===== src/rtl/memory_arbiter_pkg.sv =====
// Shared definitions for the memory arbiter: default widths, FSM states and port ids.
package mem_pkg;

    localparam int DEF_ADDR_W = 5;
    localparam int DEF_DATA_W = 16;

    typedef enum logic [1:0] {
        BOOT = 2'd0,
        HOLD = 2'd1,
        RUN  = 2'd2
    } state_e;

    localparam logic PORT_IF = 1'b0;
    localparam logic PORT_DM = 1'b1;

endpackage


===== src/rtl/memory_arbiter_if.sv =====
// Bus bundle between the arbiter and its loader, CPU ports and memory array.
interface memory_arbiter_if #(
    parameter int ADDR_W = mem_pkg::DEF_ADDR_W,
    parameter int DATA_W = mem_pkg::DEF_DATA_W
);
    logic              ld_write;
    logic [ADDR_W-1:0] ld_addr;
    logic [DATA_W-1:0] ld_data;
    logic              ld_done;

    logic              if_req;
    logic [ADDR_W-1:0] if_addr;
    logic              if_gnt;
    logic              if_rvalid;
    logic [DATA_W-1:0] if_rdata;

    logic              dm_req;
    logic              dm_we;
    logic [ADDR_W-1:0] dm_addr;
    logic [DATA_W-1:0] dm_wdata;
    logic              dm_gnt;
    logic              dm_rvalid;
    logic [DATA_W-1:0] dm_rdata;

    logic              mem_we;
    logic [ADDR_W-1:0] mem_addr;
    logic [DATA_W-1:0] mem_wdata;
    logic [DATA_W-1:0] mem_rdata;

    logic              cpu_run;

    modport slave (
        input  ld_write, ld_addr, ld_data, ld_done,
        input  if_req, if_addr,
        output if_gnt, if_rvalid, if_rdata,
        input  dm_req, dm_we, dm_addr, dm_wdata,
        output dm_gnt, dm_rvalid, dm_rdata,
        output mem_we, mem_addr, mem_wdata,
        input  mem_rdata,
        output cpu_run
    );

    modport master (
        output ld_write, ld_addr, ld_data, ld_done,
        output if_req, if_addr,
        input  if_gnt, if_rvalid, if_rdata,
        output dm_req, dm_we, dm_addr, dm_wdata,
        input  dm_gnt, dm_rvalid, dm_rdata,
        input  mem_we, mem_addr, mem_wdata,
        output mem_rdata,
        input  cpu_run
    );

endinterface


===== src/rtl/memory_arbiter_rr_arbiter2.sv =====
// Two-requester round-robin arbiter; req[0]/gnt[0] is the fetch port, req[1]/gnt[1] the data port.
module rr_arbiter2
    import mem_pkg::*;
(
    input  logic       clock,
    input  logic       reset,
    input  logic [1:0] req,
    output logic [1:0] gnt
);

    logic last_q;
    logic last_d;

    always_comb begin
        gnt    = 2'b00;
        last_d = last_q;
        unique case (req)
            2'b01:   gnt = 2'b01;
            2'b10:   gnt = 2'b10;
            2'b11:   gnt = (last_q == PORT_IF) ? 2'b10 : 2'b01;
            default: gnt = 2'b00;
        endcase
        if (gnt[0]) last_d = PORT_IF;
        if (gnt[1]) last_d = PORT_DM;
    end

    always_ff @(posedge clock or posedge reset) begin
        if (reset) last_q <= PORT_IF;
        else       last_q <= last_d;
    end

endmodule


===== src/rtl/memory_arbiter.sv =====
// Sequences the shared program/data memory: loader ownership at boot, then
// round-robin between CPU fetch and data ports once the core is released.
module memory_arbiter
    import mem_pkg::*;
#(
    parameter int ADDR_W    = DEF_ADDR_W,
    parameter int DATA_W    = DEF_DATA_W,
    parameter int BOOT_HOLD = 2
) (
    input  logic             clock,
    input  logic             reset,
    memory_arbiter_if.slave  bus
);

    state_e            state_q, state_d;
    logic [3:0]        cnt_q, cnt_d;
    logic              cpu_run_q, cpu_run_d;
    logic              mem_we_q, mem_we_d;
    logic [ADDR_W-1:0] mem_addr_q, mem_addr_d;
    logic [DATA_W-1:0] mem_wdata_q, mem_wdata_d;
    // Stage 0 is the cycle the address sits on the memory, stage 1 the data cycle.
    logic [1:0]        rd_vld_q, rd_vld_d;
    logic [1:0]        rd_own_q, rd_own_d;

    logic [1:0] arb_req;
    logic [1:0] gnt;

    assign arb_req = (state_q == RUN && !bus.ld_write) ? {bus.dm_req, bus.if_req} : 2'b00;

    rr_arbiter2 u_rr (
        .clock (clock),
        .reset (reset),
        .req   (arb_req),
        .gnt   (gnt)
    );

    always_comb begin
        state_d     = state_q;
        cnt_d       = cnt_q;
        mem_we_d    = 1'b0;
        mem_addr_d  = mem_addr_q;
        mem_wdata_d = mem_wdata_q;
        rd_vld_d    = {rd_vld_q[0], 1'b0};
        rd_own_d    = {rd_own_q[0], 1'b0};

        if (bus.ld_write) begin
            // A loader write always wins and drops the core back to boot from any state.
            state_d     = BOOT;
            mem_we_d    = 1'b1;
            mem_addr_d  = bus.ld_addr;
            mem_wdata_d = bus.ld_data;
        end else begin
            unique case (state_q)
                BOOT: begin
                    if (bus.ld_done) begin
                        state_d = HOLD;
                        cnt_d   = 4'(BOOT_HOLD);
                    end
                end
                HOLD: begin
                    cnt_d = cnt_q - 4'd1;
                    if (cnt_q == 4'd1) state_d = RUN;
                end
                RUN: begin
                    if (gnt[0]) begin
                        mem_addr_d  = bus.if_addr;
                        rd_vld_d[0] = 1'b1;
                        rd_own_d[0] = PORT_IF;
                    end else if (gnt[1]) begin
                        mem_addr_d  = bus.dm_addr;
                        mem_we_d    = bus.dm_we;
                        rd_vld_d[0] = !bus.dm_we;
                        rd_own_d[0] = PORT_DM;
                        if (bus.dm_we) mem_wdata_d = bus.dm_wdata;
                    end
                end
                default: state_d = BOOT;
            endcase
        end

        cpu_run_d = (state_d == RUN);
    end

    always_ff @(posedge clock or posedge reset) begin
        if (reset) begin
            state_q     <= BOOT;
            cnt_q       <= '0;
            cpu_run_q   <= 1'b0;
            mem_we_q    <= 1'b0;
            mem_addr_q  <= '0;
            mem_wdata_q <= '0;
            rd_vld_q    <= '0;
            rd_own_q    <= '0;
        end else begin
            state_q     <= state_d;
            cnt_q       <= cnt_d;
            cpu_run_q   <= cpu_run_d;
            mem_we_q    <= mem_we_d;
            mem_addr_q  <= mem_addr_d;
            mem_wdata_q <= mem_wdata_d;
            rd_vld_q    <= rd_vld_d;
            rd_own_q    <= rd_own_d;
        end
    end

    assign bus.if_gnt    = gnt[0];
    assign bus.dm_gnt    = gnt[1];
    assign bus.if_rvalid = rd_vld_q[1] && (rd_own_q[1] == PORT_IF);
    assign bus.dm_rvalid = rd_vld_q[1] && (rd_own_q[1] == PORT_DM);
    assign bus.if_rdata  = bus.if_rvalid ? bus.mem_rdata : '0;
    assign bus.dm_rdata  = bus.dm_rvalid ? bus.mem_rdata : '0;
    assign bus.mem_we    = mem_we_q;
    assign bus.mem_addr  = mem_addr_q;
    assign bus.mem_wdata = mem_wdata_q;
    assign bus.cpu_run   = cpu_run_q;

endmodule


===== src/flat_wrapper.sv =====
// flat-port wrapper written by rule: the top's interface ports become plain ports
module memory_arbiter_flat import mem_pkg::*;
#(
    parameter int ADDR_W    = DEF_ADDR_W,
    parameter int DATA_W    = DEF_DATA_W,
    parameter int BOOT_HOLD = 2
)
  (clock, reset, bus_ld_write, bus_ld_addr, bus_ld_data, bus_ld_done, bus_if_req, bus_if_addr, bus_if_gnt, bus_if_rvalid, bus_if_rdata, bus_dm_req, bus_dm_we, bus_dm_addr, bus_dm_wdata, bus_dm_gnt, bus_dm_rvalid, bus_dm_rdata, bus_mem_we, bus_mem_addr, bus_mem_wdata, bus_mem_rdata, bus_cpu_run);
  memory_arbiter_if #(.ADDR_W(ADDR_W), .DATA_W(DATA_W)) bus_i ();
  input  logic clock;
  input  logic reset;
  input wire logic [$bits(bus_i.ld_write)-1:0] bus_ld_write;
  input wire logic [$bits(bus_i.ld_addr)-1:0] bus_ld_addr;
  input wire logic [$bits(bus_i.ld_data)-1:0] bus_ld_data;
  input wire logic [$bits(bus_i.ld_done)-1:0] bus_ld_done;
  input wire logic [$bits(bus_i.if_req)-1:0] bus_if_req;
  input wire logic [$bits(bus_i.if_addr)-1:0] bus_if_addr;
  output wire logic [$bits(bus_i.if_gnt)-1:0] bus_if_gnt;
  output wire logic [$bits(bus_i.if_rvalid)-1:0] bus_if_rvalid;
  output wire logic [$bits(bus_i.if_rdata)-1:0] bus_if_rdata;
  input wire logic [$bits(bus_i.dm_req)-1:0] bus_dm_req;
  input wire logic [$bits(bus_i.dm_we)-1:0] bus_dm_we;
  input wire logic [$bits(bus_i.dm_addr)-1:0] bus_dm_addr;
  input wire logic [$bits(bus_i.dm_wdata)-1:0] bus_dm_wdata;
  output wire logic [$bits(bus_i.dm_gnt)-1:0] bus_dm_gnt;
  output wire logic [$bits(bus_i.dm_rvalid)-1:0] bus_dm_rvalid;
  output wire logic [$bits(bus_i.dm_rdata)-1:0] bus_dm_rdata;
  output wire logic [$bits(bus_i.mem_we)-1:0] bus_mem_we;
  output wire logic [$bits(bus_i.mem_addr)-1:0] bus_mem_addr;
  output wire logic [$bits(bus_i.mem_wdata)-1:0] bus_mem_wdata;
  input wire logic [$bits(bus_i.mem_rdata)-1:0] bus_mem_rdata;
  output wire logic [$bits(bus_i.cpu_run)-1:0] bus_cpu_run;
  assign bus_i.ld_write = bus_ld_write;
  assign bus_i.ld_addr = bus_ld_addr;
  assign bus_i.ld_data = bus_ld_data;
  assign bus_i.ld_done = bus_ld_done;
  assign bus_i.if_req = bus_if_req;
  assign bus_i.if_addr = bus_if_addr;
  assign bus_if_gnt = bus_i.if_gnt;
  assign bus_if_rvalid = bus_i.if_rvalid;
  assign bus_if_rdata = bus_i.if_rdata;
  assign bus_i.dm_req = bus_dm_req;
  assign bus_i.dm_we = bus_dm_we;
  assign bus_i.dm_addr = bus_dm_addr;
  assign bus_i.dm_wdata = bus_dm_wdata;
  assign bus_dm_gnt = bus_i.dm_gnt;
  assign bus_dm_rvalid = bus_i.dm_rvalid;
  assign bus_dm_rdata = bus_i.dm_rdata;
  assign bus_mem_we = bus_i.mem_we;
  assign bus_mem_addr = bus_i.mem_addr;
  assign bus_mem_wdata = bus_i.mem_wdata;
  assign bus_i.mem_rdata = bus_mem_rdata;
  assign bus_cpu_run = bus_i.cpu_run;
  memory_arbiter #(.ADDR_W(ADDR_W), .DATA_W(DATA_W), .BOOT_HOLD(BOOT_HOLD)) u_core (.clock(clock), .reset(reset), .bus(bus_i));
endmodule

===== config.mk =====
export PLATFORM = sky130hd
export DESIGN_NAME = memory_arbiter_flat
export DESIGN_NICKNAME = d
export VERILOG_FILES = /design/src/rtl/memory_arbiter_pkg.sv /design/src/rtl/memory_arbiter_if.sv /design/src/rtl/memory_arbiter_rr_arbiter2.sv /design/src/rtl/memory_arbiter.sv /design/src/flat_wrapper.sv
export SDC_FILE = /design/constraint.sdc
export NUM_CORES = 1
export LEC_CHECK = 0
export CORE_ASPECT_RATIO = 1.4
export CORE_MARGIN = 1
export CORE_UTILIZATION = 39
export DETAILED_ROUTE_END_ITERATION = 12
export HOLD_SLACK_MARGIN = 0.12
export PLACE_DENSITY = 0.95
export SETUP_SLACK_MARGIN = 0.1
export SYNTH_ARGS = -nofsm -noshare
export SYNTH_HDL_FRONTEND = slang
export SYNTH_SLANG_ARGS = --single-unit

===== constraint.sdc =====
create_clock -name clock -period 2.7 [get_ports clock]
set_input_delay 0.54 -clock clock [delete_from_list [all_inputs] [get_ports clock]]
set_output_delay 0.54 -clock clock [all_outputs]
set_load 0.01 [all_outputs]

==> impl_metrics.ini <==
[final_layout]
areaGrowthSynthToFinish_pct = 75.2
final_cell_mix = 128 x clkdlybuf4s50_1, 34 x dfrtp_1, 22 x nand2_1
layout.cell_area.non_filler_um2 = 3360
drive_above_1_share_pct = 13.8
layout.cells.most_common = clkdlybuf4s50_1
finalCoreUtilization_pct = 72.4
ant_diodes = 0
finalNetCount = 390

[route]
drt_iter0_drc = 34
detailroute.via_count = 1953
drc_errors = 0
number_of_nets_with_antenna_violations_after_detailed_routing = 0
dr.pass1.iters = 4
post_drt_wl_per_cell_um = 15.7
avgViaCountPerCell = 5.13
wirelength_mm = 5.99

[yosys]
synth_nets = 259
synth_seq_cells = 34
synth_edf_count = 0
netlist_instances = 187
fraction_of_synthesis_flops_using_an_asynchronous_set_or_reset_pin_pct = 100
synth_cell_types = 35
postSynthAreaPerCell_um2 = 10.3
synthesis.area_um2 = 1920
yosysWarnings = 0
seq_area_frac_synth_pct = 44.3
dominantRegCellSynth = dfrtp_1

[clock_network]
cts.hold.buffers_added = 0
clockRootBuffer = clkbuf_8
cts.sink_count = 34
cts.repair.resized = 0
clock_buffers_created_by_tritoncts = 5
cts_setup_buffers = 0
clk_pin_slew_ps = 70
h-tree-depth = 2
clockBufferDepth = 2
tritoncts = done
worstSkewPairLatency_ps = 280

[timing]
finalCriticalPeriod_ps = 2480
timing.final.crit_share_pct = 91.9
slew_violations = 0
rsz_0062_raised_after_global_routing = false
totalNegativeSetupSlack_ps = 0
timing_worst_slew_pin_value_ps = 516
achievable-frequency_ghz = 0.403
finalSetupViolCount = 0
timing.final.hold_violations = 0
finalClockSkew_ps = 10.1
worst_slew_margin_rel_pct = 65.2
postLayoutSetupSlackWorst_ps = 219

[worst_setup_path]
startpoint_type = input pin
critical_path_peak_fanout = 4
timing.rr.end = u_core.bus.mem_wdata[0]
worst-r2r-cell-count = 4
timing.critical_path.to_type = output port
crit_required_ps = 2160
critPathKind = input pin to output port
rr_startpoint = u_core.state_q[0]
worst_ep_arrival_time_ps = 1940
setup.reg_to_reg.worst_slack_ps = 1180

[die]
ioPinCount = 129
total_die_area_um2 = 5210
starting_density_of_the_core_pct = 41.3
fp-row-count = 29
floorplan.core_area_um2 = 4640
fp.dieH_um = 85.0
floorplan.die.width_um = 61.3

[global_route]
grt.total_usage_pct = 23.1
grt_overflow = 0
grt_pass1_vias = 1940
pin_count_of_the_biggest_net_entering_global_routing = 25
number_of_antenna_violations_at_the_first_check_in_global_routing = 0
first_pass_grt_wire_length_mm = 9.00

[worst_hold_path]
worst_hold_startpoint = u_core.rd_vld_q[0]
hold-path-cell-count = 0
hold-path-endpoint = u_core.rd_vld_q[1]
min_path_type = flip-flop to flip-flop

[power_and_ir_drop]
power_density_nw_per_um2 = 432
leakagePower_nw = 1.48
max-vdd-ir-drop_uv = 367

[outcome]
status = finished, final reports clean

[placed_design]
portBuffers = 128
dp_hpwl_mm = 4.65
place_ws_ps = 211
globalplace.congestion = 0.786
placement_stage_cell_area_um2 = 3250

[flow_run]
max-cap-violations = 0
state kept, by name, summed over array words and instances, names as in the netlist:
register              cells
u_core.bus.mem_wdata     16
u_core.bus.mem_addr       5
u_core.cnt_q              4
u_core.rd_own_q           2
u_core.rd_vld_q           2
u_core.state_q            2
u_core.bus.cpu_run        1
u_core.bus.mem_we         1
u_core.u_rr.last_q        1
how the worst max path moves through the flow:
stage                 startpoint          to  slack [ps]  cells after the start
5_1_grt        u_core.state_q[0]  bus_dm_gnt         120                      4
3_3_place_gp          bus_if_req  bus_dm_gnt         260                      4
2_1_floorplan       bus_ld_write  bus_dm_gnt        1090                      3
3_5_place_dp        bus_ld_write  bus_dm_gnt         210                      4
6_report              bus_if_req  bus_dm_gnt         220                      4
4_1_cts        u_core.state_q[0]  bus_dm_gnt         150                      4
per-stage QoR:
stage	std cells	hold slack [ps]	total power [mW]
after detailed placement	373	338	1.01
after global placement	373	334	0.988
after global routing	381	376	1.52
after CTS	381	357	1.46
after floorplan	187	331	0.789
final	381	356	1.45
routing by layer:
layer | part of all wire [%] | up-vias | GRT usage [%]
li1 | - | 924 | -
met1 | 36 | 923 | 23.7
met2 | 53 | 98 | 43.3
met3 | 9.7 | 8 | 6.40
met4 | 1.5 | 0 | 6.61
met5 | 0 | - | 0
power breakdown:
part           internal [mW]  switching [mW]  total (mW)
logic                  0.229           0.149       0.379
clock network          0.272           0.183       0.454
registers              0.567          0.0519       0.618
total                   1.07           0.384        1.45
cells in the mapped netlist (2+ instances only):
library cell | number | area (um2)
nor2b_1 | 2 | 12.5
and3_1 | 16 | 100
and3_2 | 2 | 15.0
a2bb2oi_2 | 10 | 150
a21oi_2 | 10 | 87.6
nand2_1 | 22 | 82.6
buf_4 | 2 | 15.0
o22ai_1 | 5 | 31.3
nor2_1 | 6 | 22.5
a2bb2oi_1 | 6 | 52.6
o21ai_0 | 3 | 15.0
ha_1 | 2 | 25.0
mux2i_1 | 6 | 60.1
buf_2 | 2 | 10.0
a21oi_1 | 15 | 75.1
nand2b_1 | 3 | 18.8
and2_1 | 17 | 106
buf_6 | 2 | 22.5
inv_1 | 5 | 18.8
clkbuf_1 | 3 | 11.3
dfrtp_1 | 34 | 851
area by class of cell:
class / count / area, um2
Tap cell: 62 / 77.6
Timing Repair Buffer: 135 / 1330
Inverter: 5 / 18.8
Multi-Input combinational cell: 137 / 972
Sequential cell: 34 / 851
Clock buffer: 5 / 68.8
Clock inverter: 3 / 40.0
Fill cell: 349 / 1280
cells by family after synthesis:
logic type | synth area share [%]
fa+ha+maj | 1.30
mux | 3.13
buf+inv | 5.28
compound gates | 23.8
simple gates | 22.2
flops | 44.3
critical path: stages:
cell and delay [ps]:
clkdlybuf4s50_1 580, nand2_2 120, and3_2 230, clkdlybuf4s50_1 470
(Power assumes the default switching activity.)
